[config.mk]
export PLATFORM = sky130hd
export DESIGN_NAME = conv_ctrl
export DESIGN_NICKNAME = d
export VERILOG_FILES = /design/src/rtl/conv_pkg.sv /design/src/rtl/conv_settle_timer.sv /design/src/rtl/conv_ctrl.sv
export SDC_FILE = /design/constraint.sdc
export NUM_CORES = 1
export LEC_CHECK = 0
export CAP_MARGIN = 20
export CORE_MARGIN = 4
export CORE_UTILIZATION = 30
export CTS_BUF_LIST = sky130_fd_sc_hd__clkbuf_4
export DETAILED_ROUTE_END_ITERATION = 16
export DONT_BUFFER_PORTS = 1
export PLACE_DENSITY = 0.54
export SETUP_SLACK_MARGIN = 0.15
export SYNTH_ARGS = -nofsm -noshare
export SYNTH_HDL_FRONTEND = slang
export SYNTH_HIERARCHICAL = 1
export SYNTH_SLANG_ARGS = --single-unit
[constraint.sdc]
create_clock -name clk -period 9.7 [get_ports clk]
set_input_delay 1.94 -clock clk [delete_from_list [all_inputs] [get_ports clk]]
set_output_delay 1.94 -clock clk [all_outputs]
set_load 0.02 [all_outputs]
[src/rtl/conv_pkg.sv]
// Shared types and constants for the convolution sequencer: the FSM state enum,
// the pixel size and the default flattened-kernel width.
package conv_pkg;

    localparam int PX_SIZE             = 8;
    localparam int DEFAULT_KERNEL_BITS = 3 * 3 * 3 * PX_SIZE;

    typedef enum logic [2:0] {
        ST_IDLE,
        ST_FETCH,
        ST_LOAD,
        ST_SETTLE,
        ST_OUT
    } conv_state_t;

    // Channel index width; never narrower than one bit so a single channel still has a port.
    function automatic int ch_width(input int n);
        return (n > 1) ? $clog2(n) : 1;
    endfunction

endpackage

[src/rtl/conv_settle_timer.sv]
// Counts SETTLE_CYCLES cycles after a start pulse so the shared conv datapath can
// settle on a newly loaded kernel; done is high in the final counted cycle.
module conv_settle_timer #(
    parameter int SETTLE_CYCLES = 2
) (
    input  logic clk,
    input  logic rst,
    input  logic start,
    output logic done
);

    localparam int               CNT_W    = 4;
    localparam logic [CNT_W-1:0] LAST_CNT = CNT_W'(SETTLE_CYCLES - 1);

    logic [CNT_W-1:0] cnt_reg;
    logic             run_reg;

    always_ff @(posedge clk or posedge rst) begin
        if (rst) begin
            cnt_reg <= '0;
            run_reg <= 1'b0;
        end else if (start) begin
            cnt_reg <= '0;
            run_reg <= 1'b1;
        end else if (run_reg) begin
            if (cnt_reg == LAST_CNT) begin
                run_reg <= 1'b0;
            end else begin
                cnt_reg <= cnt_reg + CNT_W'(1);
            end
        end
    end

    assign done = run_reg && (cnt_reg == LAST_CNT);

endmodule

[src/rtl/conv_ctrl.sv]
// Sequences one shared conv datapath over OUT_CHANNELS kernels per accepted image.
// Optional stall counter is enabled with the CONV_CTRL_PERF_EN macro.
module conv_ctrl
    import conv_pkg::*;
#(
    parameter int OUT_CHANNELS  = 4,
    parameter int KERNEL_BITS   = DEFAULT_KERNEL_BITS,
    parameter int SETTLE_CYCLES = 2,
    localparam int CH_W         = ch_width(OUT_CHANNELS)
) (
    input  logic                   clk,
    input  logic                   rst,
    input  logic                   in_valid,
    output logic                   in_ready,
    output logic                   img_load,
    output logic                   kern_rd,
    output logic [CH_W-1:0]        kern_addr,
    input  logic [KERNEL_BITS-1:0] kern_rdata,
    output logic [KERNEL_BITS-1:0] kernel_q,
    output logic                   out_valid,
    input  logic                   out_ready,
    output logic [CH_W-1:0]        out_ch,
    output logic                   out_last,
`ifdef CONV_CTRL_PERF_EN
    output logic                   busy,
    output logic [15:0]            stall_cnt
`else
    output logic                   busy
`endif
);

    localparam logic [CH_W-1:0] LAST_CH = CH_W'(OUT_CHANNELS - 1);

    conv_state_t            state_reg;
    logic                   in_ready_reg;
    logic                   img_load_reg;
    logic                   kern_rd_reg;
    logic [CH_W-1:0]        out_ch_reg;
    logic [KERNEL_BITS-1:0] kernel_q_reg;
    logic                   out_valid_reg;
    logic                   out_last_reg;
    logic                   busy_reg;

    logic accept;
    logic settle_start;
    logic settle_done;

    assign accept       = (state_reg == ST_IDLE) && in_valid && in_ready_reg;
    assign settle_start = (state_reg == ST_LOAD);

    conv_settle_timer #(
        .SETTLE_CYCLES(SETTLE_CYCLES)
    ) u_settle (
        .clk  (clk),
        .rst  (rst),
        .start(settle_start),
        .done (settle_done)
    );

    always_ff @(posedge clk or posedge rst) begin
        if (rst) begin
            state_reg     <= ST_IDLE;
            in_ready_reg  <= 1'b0;
            img_load_reg  <= 1'b0;
            kern_rd_reg   <= 1'b0;
            out_ch_reg    <= '0;
            kernel_q_reg  <= '0;
            out_valid_reg <= 1'b0;
            out_last_reg  <= 1'b0;
            busy_reg      <= 1'b0;
        end else begin
            img_load_reg <= 1'b0;
            kern_rd_reg  <= 1'b0;
            case (state_reg)
                ST_IDLE: begin
                    in_ready_reg <= 1'b1;
                    if (accept) begin
                        in_ready_reg <= 1'b0;
                        img_load_reg <= 1'b1;
                        kern_rd_reg  <= 1'b1;
                        out_ch_reg   <= '0;
                        busy_reg     <= 1'b1;
                        state_reg    <= ST_FETCH;
                    end
                end
                // kern_rd was raised on entry so it lines up with this cycle's kern_addr.
                ST_FETCH: begin
                    state_reg <= ST_LOAD;
                end
                ST_LOAD: begin
                    kernel_q_reg <= kern_rdata;
                    state_reg    <= ST_SETTLE;
                end
                ST_SETTLE: begin
                    if (settle_done) begin
                        out_valid_reg <= 1'b1;
                        out_last_reg  <= (out_ch_reg == LAST_CH);
                        state_reg     <= ST_OUT;
                    end
                end
                ST_OUT: begin
                    if (out_ready) begin
                        out_valid_reg <= 1'b0;
                        out_last_reg  <= 1'b0;
                        if (out_ch_reg == LAST_CH) begin
                            in_ready_reg <= 1'b1;
                            busy_reg     <= 1'b0;
                            state_reg    <= ST_IDLE;
                        end else begin
                            out_ch_reg  <= out_ch_reg + CH_W'(1);
                            kern_rd_reg <= 1'b1;
                            state_reg   <= ST_FETCH;
                        end
                    end
                end
                default: begin
                    state_reg <= ST_IDLE;
                end
            endcase
        end
    end

    assign in_ready  = in_ready_reg;
    assign img_load  = img_load_reg;
    assign kern_rd   = kern_rd_reg;
    assign kern_addr = out_ch_reg;
    assign kernel_q  = kernel_q_reg;
    assign out_valid = out_valid_reg;
    assign out_ch    = out_ch_reg;
    assign out_last  = out_last_reg;
    assign busy      = busy_reg;

`ifdef CONV_CTRL_PERF_EN
    logic [15:0] stall_cnt_reg;

    // Counts OUT cycles the consumer refused; restarts with every new image.
    always_ff @(posedge clk or posedge rst) begin
        if (rst) begin
            stall_cnt_reg <= '0;
        end else if (accept) begin
            stall_cnt_reg <= '0;
        end else if ((state_reg == ST_OUT) && !out_ready && (stall_cnt_reg != 16'hFFFF)) begin
            stall_cnt_reg <= stall_cnt_reg + 16'd1;
        end
    end

    assign stall_cnt = stall_cnt_reg;
`endif

endmodule

==> results of run 1 <==
==> layout by cell type (no fill, tap or decap), types with 2 or more instances in the layout <==
master and instances:
ha_1 3, clkinv_1 11, mux2i_1 2, buf_4 6, mux2_1 100, clkbuf_4 85
or2_2 2, inv_1 8, mux2_2 116, inv_2 4, nor2_1 4, nor3_1 2
o21ai_0 3, or3_1 2, nand3_1 2, nand2_1 6, diode_2 2, dfrtp_1 232
a21oi_1 6, a31oi_1 2
==> power groups by stage <==
stage               Clock [mW]  Combinational, mW  Sequential (mW)
floorplan                    0              0.933             2.30
global placement             0              0.891             2.51
detailed placement           0              0.956             2.51
CTS                      0.808              0.956             2.50
global route             0.857               1.04             2.53
finish                   0.764              0.936             2.48
==> through the flow <==
step	power [mW]	cells	utilization [%]	hold slack [ns]	area, µm²
floorplan	3.234	539	-	0.5465	8944
global placement	3.403	900	31.53	0.5592	9171
detailed placement	3.468	900	31.53	0.5856	9171
CTS	4.264	1000	33.92	0.5916	9867
global route	4.435	1002	34.02	0.6218	9897
finish	4.178	1003	34.03	0.5935	9899
==> kinds of logic (layout without fill, tap and decap cells) <==
kind of cell    after synthesis  after routing  synth area share, %
buf+inv                      39            117                3.903
compound gates               18             18                1.343
fa+ha+maj                     3              3               0.4197
flops                       232            232                64.91
other cells                   0              2                    0
mux                         219            219                27.59
simple gates                 27             27                1.735
xor+xnor                      1              1              0.09795
==> metal layers <==
layer | global-route usage, % | vias to the layer above | part of all wire, %
met2 | 23.01 | 288 | 55
met1 | 12.30 | 2281 | 33
li1 | - | 1999 | -
met5 | 0 | - | 0
met4 | 4.749 | 0 | 2.4
met3 | 4.945 | 43 | 9.5
==> final timing paths <==
kind                                      from             endpoint  slack, ns  depth (start not counted)
max                               kern_addr[1]         kern_addr[1]       6.49                          0
min                        u_settle/cnt_reg[2]  u_settle/cnt_reg[2]       0.59                          2
max reg2reg                       state_reg[1]        kernel_q[178]       7.01                          5
min reg2reg                u_settle/cnt_reg[2]  u_settle/cnt_reg[2]       0.59                          2
max in group asynchronous                  rst        kernel_q[145]       7.16                          2
min in group asynchronous                  rst  u_settle/cnt_reg[2]       1.11                          1
==> worst reg2reg max path, delay by kind of cell, from the launching register on <==
| kind | cells | cell delay, ns |
|---|---|---|
| flops | 1 | 0.50 |
| mux | 1 | 0.47 |
| buf+inv | 3 | 1.41 |
| simple gates | 1 | 0.18 |
==> layout make-up <==
type / count / area, µm²
multi-input cells: 268 / 2795
flip-flops and latches: 232 / 5806
fillers: 2823 / 19190
clock inverters: 15 / 57.56
diodes: 2 / 5.005
inverters: 10 / 45.04
repair buffers: 7 / 72.57
well taps: 384 / 480.5
clock buffers: 85 / 638.1
==> impl_metrics.py, run 1 <==
metrics = {
    "floorplan": {
        "core_area_um2": 29090,
        "die_area_um2": 32640,
        "fp.dieH_um": 180.7,
        "die_w_um": 180.7,
        "ios": 446,
        "start_util_pct": 30.74,
        "rows": 62,
    },
    "power": {
        "clock_power_share_pct": 18.3,
        "combPwrFrac_pct": 22.4,
        "power.static_leakage_nw": 4.222,
        "power_switching_mw": 1.768,
        "p_int_mw": 2.410,
        "seqPwrFrac_pct": 59.3,
        "swShare_pct": 42.31,
        "p_per_area_nw_per_um2": 422.0,
        "ir_drop_uv": 147.1,
    },
    "logic_synthesis": {
        "synth-edff-count": 0,
        "synth_top_area_cell": "dfrtp_1",
        "synth_area_leaders": "dfrtp_1 (65%), mux2_2 (15%), mux2_1 (13%)",
        "synth_common_cells": "dfrtp_1 (232), mux2_2 (116), mux2_1 (100)",
        "syn_inst": 539,
        "synth_flop_cell": "dfrtp_1",
        "netlist.area_leader.share_pct": 64.91,
        "syn-num-nets": 762,
        "synth_cell_type_count": 38,
        "ys_seq_elements": 232,
        "seq_area_frac_synth_pct": 64.91,
        "async_flop_share_pct": 100.0,
        "synth.most_common_cell": "dfrtp_1",
        "syn_area_um2": 8944,
        "synth.avg_cell_area_um2": 16.59,
        "ys_warn_count": 6,
    },
    "clock_tree": {
        "clk_latency_ns": 0.64,
        "cts_tree": "built",
        "cts_sinks": 232,
        "cts.htree.levels": 2,
        "cts_resized": 0,
        "cts_hold_buffers": 0,
        "post-cts-setup-buffers": 0,
        "numCtsBuffers": 59,
        "path_clk_slew_ns": 0.07,
        "clk_path_buf_depth": 3,
        "root_buffer": "clkbuf_4",
    },
    "setup_path": {
        "worst_setup_path_start_kind": "flop",
        "crit_required_ns": 7.76,
        "worstPathMaxFanout": 4,
        "crit_path_end_kind": "output pin",
        "path_class": "flop to output pin",
        "cp.arrival_ns": 1.27,
    },
    "timing": {
        "relSlewSlack_pct": 33.42,
        "tightest_slew_ns": 0.9987,
        "max_freq_mhz": 311.8,
        "rsz0062_at_grt": "false",
        "setup_tns_ns": 0,
        "maxSlewViolCount": 0,
        "fin_crit_ns": 3.207,
        "fin_skew_ns": 0.03166,
        "setup_viol": 0,
        "hold_viol_final": 0,
        "final.setup.worst_slack_ns": 6.493,
        "period_share_pct": 33.06,
    },
    "detailed_routing": {
        "ant_nets": 0,
        "post_drt_wl_per_cell_um": 21.25,
        "drc": 0,
        "drtIter0Drc": 69,
        "vias": 4611,
        "first_pass_iters": 4,
        "drt_wl_total_um": 21320,
        "routed_via_density": 4.597,
    },
    "finish": {
        "drive_gt1_share_pct": 36.47,
        "largest_register_ffs": 216,
        "synthToLayoutAreaGrowth_pct": 10.69,
        "final_nets": 801,
    },
    "status": {
        "status": "finished clean",
    },
    "grt": {
        "overflow": 0,
        "grt_first_pass_wirelength_um": 32210,
        "antenna_found_initial": 2,
        "grt_max_degree": 83,
        "grt_pass1_vias": 5440,
        "grt_util_all_layers_pct": 12.38,
    },
    "place": {
        "place_congestion": 0.7690,
        "hpwl_um": 16120,
        "place.port_buffers": 0,
        "dp_slack_ns": 6.351,
    },
    "worst_hold_path": {
        "hold_path.class": "flop to flop",
    },
    "flow_run": {
        "drv_cap": 0,
    },
}
Note: power is estimated with default switching activity, not from simulation.
==> run 2, diff against run 1 <==
- PLACE_DENSITY: 0.54 -> 0.55
- clock period: 9.7 -> 2.6 ns (I/O delays scaled with it)
==> run 2 against run 1 <==
  * Synthesized area is the same
  * Synthesized cell count is the same
  * The run now fails in clock tree synthesis (4_1_cts)
==> impl_metrics.py, run 2 <==
metrics = {
    "logic_synthesis": {
        "syn_inst": 539,
        "synth-edff-count": 0,
        "synth_area_leaders": "dfrtp_1 (65%), mux2_2 (15%), mux2_1 (13%)",
        "seq_area_frac_synth_pct": 64.91,
        "syn_area_um2": 8944,
        "synth_top_area_cell": "dfrtp_1",
        "synth_cell_type_count": 38,
        "synth.most_common_cell": "dfrtp_1",
        "async_flop_share_pct": 100.0,
        "synth_common_cells": "dfrtp_1 (232), mux2_2 (116), mux2_1 (100)",
        "synth.avg_cell_area_um2": 16.59,
        "syn-num-nets": 762,
        "ys_seq_elements": 232,
        "netlist.area_leader.share_pct": 64.91,
        "ys_warn_count": 6,
        "synth_flop_cell": "dfrtp_1",
    },
    "floorplan": {
        "fp.dieH_um": 180.7,
        "rows": 62,
        "die_w_um": 180.7,
        "ios": 446,
        "start_util_pct": 30.74,
    },
    "status": {
        "failed_stage": "clock tree synthesis (4_1_cts)",
        "status": "did not finish",
        "tool.error": "[ERROR RSZ-0060] Max buffer count reached.",
    },
    "clock_tree": {
        "cts_resized": 0,
        "cts_hold_buffers": 200,
        "cts.htree.levels": 2,
        "post-cts-setup-buffers": 0,
        "clk_path_buf_depth": 3,
        "numCtsBuffers": 59,
        "root_buffer": "clkbuf_4",
        "cts_sinks": 232,
    },
    "place": {
        "hpwl_um": 15760,
        "post-place-cells": 905,
        "place.port_buffers": 0,
        "place_congestion": 0.7824,
    },
}
run 2: metrics by stage:
step                      setup WS (ns)  TNS [ns]  cell area, µm²
after floorplan                 -0.8860   -201.12            8947
after global placement           0.7196         0            9280
after detailed placement         0.6453         0            9280
run 2: kinds of logic after synthesis:
group                      count (synthesis)  synth area share, %
DFF                                      232                64.91
xor gates and xnor gates                   1              0.09795
muxes                                    219                27.59
and+or+nand+nor                           27                1.735
adders and majority gates                  3               0.4197
AOI/OAI and AO/OA                         18                1.343
buffers and inverters                     39                3.903
==> run 3, diff against run 2 <==
- CORE_UTILIZATION: 30 -> 20
- CTS_BUF_LIST: sky130_fd_sc_hd__clkbuf_4 -> unset
- PLACE_DENSITY: 0.55 -> unset
- PLACE_DENSITY_LB_ADDON: unset -> 0.15
- SETUP_SLACK_MARGIN: 0.15 -> unset
- clock period: 2.6 -> 3.4 ns (I/O delays scaled with it)
==> run 3 against run 2 <==
  * The run now ends clean
==> impl_metrics.py, run 3 (synthesis gave the netlist of run 1 again) <==
metrics = {
    "status": {
        "status": "finished clean",
    },
    "finish": {
        "n_fill_cell": 4550,
        "final_common_cell": "dfrtp_1",
        "drive_gt1_share_pct": 31.03,
        "design_area_um2": 10360,
        "fin_util_pct": 23.44,
        "largest_register_ffs": 216,
        "synthToLayoutAreaGrowth_pct": 15.89,
        "final_cell_mix": "dfrtp_1 (232), mux2_2 (116), mux2_1 (100)",
        "final_nets": 769,
    },
    "floorplan": {
        "start_util_pct": 20.22,
        "rows": 77,
        "die_w_um": 219.5,
        "fp.dieH_um": 219.5,
        "core_area_um2": 44220,
        "ios": 446,
        "die_area_um2": 48160,
    },
    "clock_tree": {
        "cts_resized": 0,
        "clk_path_buf_depth": 3,
        "cts.htree.levels": 1,
        "post-cts-setup-buffers": 0,
        "cts_sinks": 232,
        "path_clk_slew_ns": 0.06,
        "numCtsBuffers": 27,
        "cts_tree": "built",
        "root_buffer": "clkbuf_16",
        "cts_hold_buffers": 1,
        "clk_latency_ns": 0.53,
    },
    "setup_path": {
        "crit_path_end_kind": "flop",
        "cp.arrival_ns": 2.53,
        "crit_slowest_cell": "dfrtp_1",
        "worstPathMaxFanout": 136,
        "max_stage_delay_ns": 0.50,
        "cp_cell_sequence": "inv_2, nor3_4, buf_12, mux2_1",
        "crit_required_ns": 3.80,
        "path_class": "flop to flop",
        "worst_setup_path_start_kind": "flop",
    },
    "detailed_routing": {
        "drtIter0Drc": 132,
        "drc": 0,
        "vias": 4496,
        "routed_via_density": 3.876,
        "first_pass_iters": 4,
        "drt_wl_total_um": 23400,
        "ant_nets": 0,
        "post_drt_wl_per_cell_um": 20.17,
    },
    "grt": {
        "grt_first_pass_wirelength_um": 33550,
        "grt_util_all_layers_pct": 8.965,
        "overflow": 0,
        "grt_max_degree": 137,
        "antenna_found_initial": 5,
        "grt_pass1_vias": 5169,
    },
    "flow_run": {
        "drv_cap": 0,
    },
    "timing": {
        "hold_viol_final": 0,
        "maxSlewViolCount": 0,
        "setup_tns_ns": 0,
        "setup_viol": 0,
        "max_freq_mhz": 470.2,
        "final.setup.worst_slack_ns": 1.273,
        "tightest_slew_ns": 0.8505,
        "period_share_pct": 62.55,
        "relSlewSlack_pct": 43.30,
        "rsz0062_at_grt": "false",
        "fin_skew_ns": 0.009496,
        "fin_crit_ns": 2.127,
    },
    "place": {
        "place.port_buffers": 0,
        "dp_slack_ns": 1.332,
        "place_congestion": 0.7541,
        "hpwl_um": 17570,
        "place_area_um2": 9490,
    },
    "power": {
        "ir_drop_uv": 503.2,
        "p_per_area_nw_per_um2": 1208,
        "power.static_leakage_nw": 4.221,
    },
    "worst_hold_path": {
        "hold_path.class": "primary input to asynchronous set/reset pin",
    },
}
==> run 3: metrics by stage <==
stage | hold WS [ns] | cells | power (mW)
finish | 0.1223 | 1160 | 12.53
global route | 0.1537 | 1159 | 13.26
CTS | 0.1206 | 1156 | 12.80
detailed placement | 0.4943 | 1108 | 9.914
global placement | 0.4850 | 1108 | 9.787
floorplan | 0.4585 | 539 | 9.227
==> run 3: layout make-up <==
cell class	count	area [µm²]	share of cell area [%]
antenna	4	10.01	0.09657
clock buffer	40	784.5	7.569
clock inverter	7	70.07	0.6760
inverter	10	41.29	0.3984
multi-input combinational	268	2795	26.97
sequential	232	5806	56.01
tap	592	740.7	7.146
timing repair buffer	7	117.6	1.135
==> run 3: worst paths after layout <==
check | from | endpoint | slack [ns] | cells after the start
setup / recovery | state_reg[1] | kernel_q[148] | 1.27 | 4
hold / removal | rst | kernel_q[74] | 0.12 | 1
setup reg to reg | state_reg[1] | kernel_q[148] | 1.27 | 4
hold reg to reg | u_settle/cnt_reg[2] | u_settle/cnt_reg[2] | 0.58 | 2
max in group asynchronous | rst | kernel_q[202] | 2.48 | 2
min in group clk | kern_rdata[122] | kernel_q[122] | 0.27 | 1
==> run 3: per-layer routing <==
metal	global-route usage (%)	vias to the layer above	wire length (µm)
met5	0	-	0
met4	3.012	0	594
met3	3.806	40	2885
met2	16.40	256	12250
met1	9.179	2292	7673
li1	-	1908	-
==> run 3: power breakdown <==
part	internal [mW]	switching, mW	leakage, nW	total, mW
Clock	1.66	1.11	0.419	2.77
Sequential	4.18	2.87	2.73	7.05
Combinational	1.58	1.12	1.07	2.70
Total	7.42	5.10	4.22	12.5
==> run 3: critical path: cells and delay by family, from the launching register on <==
family,cells,cell delay (ns)
muxes,1,0.41
DFF,1,0.50
and+or+nand+nor,1,0.27
buffers and inverters,2,0.57
==> run 4, diff against run 3 <==
- clock period: 3.4 -> 1.9 ns (I/O delays scaled with it)
==> run 4 against run 3 <==
  * Cell area rose by 22%
  * Core utilization rose by 5.2 points
  * Die area did not move
  * First-iteration DRC count rose by 11%
  * Sequential share of layout area fell by 10 points
  * Largest power group unchanged
  * Highest routed layer unchanged
==> impl_metrics.py, run 4 (synthesis gave the netlist of run 1 again) <==
metrics = {
    "grt": {
        "overflow": 0,
        "top_usage_layer": "met2",
        "grt_pass1_vias": 6083,
        "met3_usage_pct": 3.682,
        "met2_usage_pct": 17.44,
        "grt_first_pass_wirelength_um": 36120,
        "use_met1_pct": 9.743,
        "grt_max_degree": 92,
        "grt_util_all_layers_pct": 9.495,
        "antenna_found_initial": 0,
    },
    "setup_path": {
        "worst_setup_path_start_kind": "flop",
        "r2r_slack_ns": 0.15,
        "crit_path_end_kind": "flop",
        "max_stage_delay_ns": 0.41,
        "r2r_start": "state_reg[0]",
        "worstPathMaxFanout": 86,
        "crit_slowest_cell": "dfrtp_1",
        "path_class": "flop to flop",
        "r2r_end": "kernel_q[200]",
        "cp.arrival_ns": 2.16,
        "r2r_cells": 3,
        "cp_cell_sequence": "nor3_4, buf_12, mux2_2",
        "crit_required_ns": 2.31,
    },
    "timing": {
        "fin_crit_ns": 1.748,
        "maxSlewViolCount": 0,
        "hold_viol_final": 0,
        "setup_viol": 0,
        "fin_skew_ns": 0.01442,
        "relSlewSlack_pct": 61.15,
        "tightest_slew_ns": 0.5828,
        "setup_tns_ns": 0,
        "rsz0062_at_grt": "false",
        "max_freq_mhz": 572.2,
        "period_share_pct": 91.98,
        "hold-worst-slack_ns": 0.05176,
    },
    "finish": {
        "final_common_cell": "dfrtp_1",
        "synthToLayoutAreaGrowth_pct": 41.75,
        "final_cell_mix": "dfrtp_1 (232), dlygate4sd3_1 (219), mux2_2 (116)",
        "n_fill_cell": 4395,
        "fin_util_pct": 28.67,
        "multiInputGateArea_um2": 2795,
        "drive_gt1_share_pct": 23.99,
        "largest_register_ffs": 216,
        "regArea_um2": 5806,
        "num_antenna_cells": 0,
        "final_nets": 1002,
        "design_area_um2": 12680,
    },
    "clock_tree": {
        "cts_tree": "built",
        "cts_sinks": 232,
        "clk_path_buf_depth": 3,
        "numCtsBuffers": 27,
        "path_clk_slew_ns": 0.06,
        "post-cts-setup-buffers": 0,
        "cts_resized": 0,
        "cts.htree.levels": 1,
        "clk_latency_ns": 0.55,
        "cts_hold_buffers": 219,
        "root_buffer": "clkbuf_16",
    },
    "detailed_routing": {
        "vias": 5323,
        "drt_wl_total_um": 25000,
        "post_drt_wl_per_cell_um": 18.01,
        "drc": 0,
        "drtIter0Drc": 146,
        "ant_nets": 0,
        "routed_via_density": 3.835,
        "first_pass_iters": 4,
    },
    "power": {
        "ir_drop_uv": 993.2,
        "power.static_leakage_nw": 5.222,
        "combPwrFrac_pct": 24.1,
        "seqPwrFrac_pct": 54.2,
        "p_per_area_nw_per_um2": 1831,
        "clock_power_share_pct": 21.6,
        "p_int_mw": 13.84,
        "power_mw": 23.22,
        "swShare_pct": 40.38,
        "power_switching_mw": 9.374,
    },
    "floorplan": {
        "start_util_pct": 20.22,
        "fp.dieH_um": 219.5,
        "core_area_um2": 44220,
        "rows": 77,
        "die_w_um": 219.5,
        "die_area_um2": 48160,
        "ios": 446,
    },
    "place": {
        "place_area_um2": 9628,
        "place.port_buffers": 0,
        "hpwl_um": 18200,
        "place_congestion": 0.7350,
    },
    "worst_hold_path": {
        "holdPathStages": 2,
        "hold_path.class": "primary input to flop",
        "hold-path-endpoint": "kern_addr[0]",
        "hold_start": "out_ready",
    },
    "status": {
        "status": "finished clean",
    },
    "flow_run": {
        "drv_cap": 0,
    },
}
## run 4: cell types whose count changed in the layout (fill, tap and decap cells not counted), sizes merged
cell / delta
dlygate4sd3: +218
bufinv: +1
buf: +15
diode: -4
clkinv: +3
clkbuf: -4
clkinvlp: -1
## run 4: worst max-delay path, delay by kind of cell, from the launching register on
| kind | cells | cell delay (ns) |
|---|---|---|
| DFF | 1 | 0.41 |
| muxes | 1 | 0.41 |
| buffers and inverters | 1 | 0.35 |
| and+or+nand+nor | 1 | 0.29 |
## run 4: final cells by class
type	instances	area share, %
sequential	232	45.80
inverter	10	0.3257
multi-input combinational	268	22.05
clock buffer	36	5.912
clock inverter	10	0.8488
tap	592	5.843
timing repair buffer	240	19.23
## run 4: metrics by stage
step / cells / worst slack, ns
after floorplan: 539 / -1.446
after global placement: 1123 / 0.2405
after detailed placement: 1123 / 0.1869
after CTS: 1388 / 0.1737
after global routing: 1388 / 0.1033
final: 1388 / 0.1524
## run 4: how the worst max path moves through the flow
stage	startpoint	endpoint	slack (ns)	cells after the start
after floorplan	rst	busy	-1.45	1
after global placement	state_reg[0]	kernel_q[19]	0.24	4
after detailed placement	state_reg[0]	kernel_q[120]	0.19	4
after CTS	state_reg[1]	kernel_q[200]	0.17	4
after global routing	state_reg[0]	kern_addr[1]	0.10	4
final	state_reg[0]	kernel_q[200]	0.15	3
## run 4: power by group through the flow
stage                     clock network [mW]  logic [mW]  registers [mW]
final                                   5.03        5.60            12.6
after global routing                    5.44        6.16            12.9
after CTS                               5.23        5.70            12.7
after detailed placement                   0        5.32            12.7
after global placement                     0        4.99            12.8
after floorplan                            0        4.76            11.7
## run 4: layer usage
layer,part of all wire [%],up-vias
li1,-,2367
met1,34,2640
met2,52,266
met3,11,50
met4,2.8,0
met5,0,-
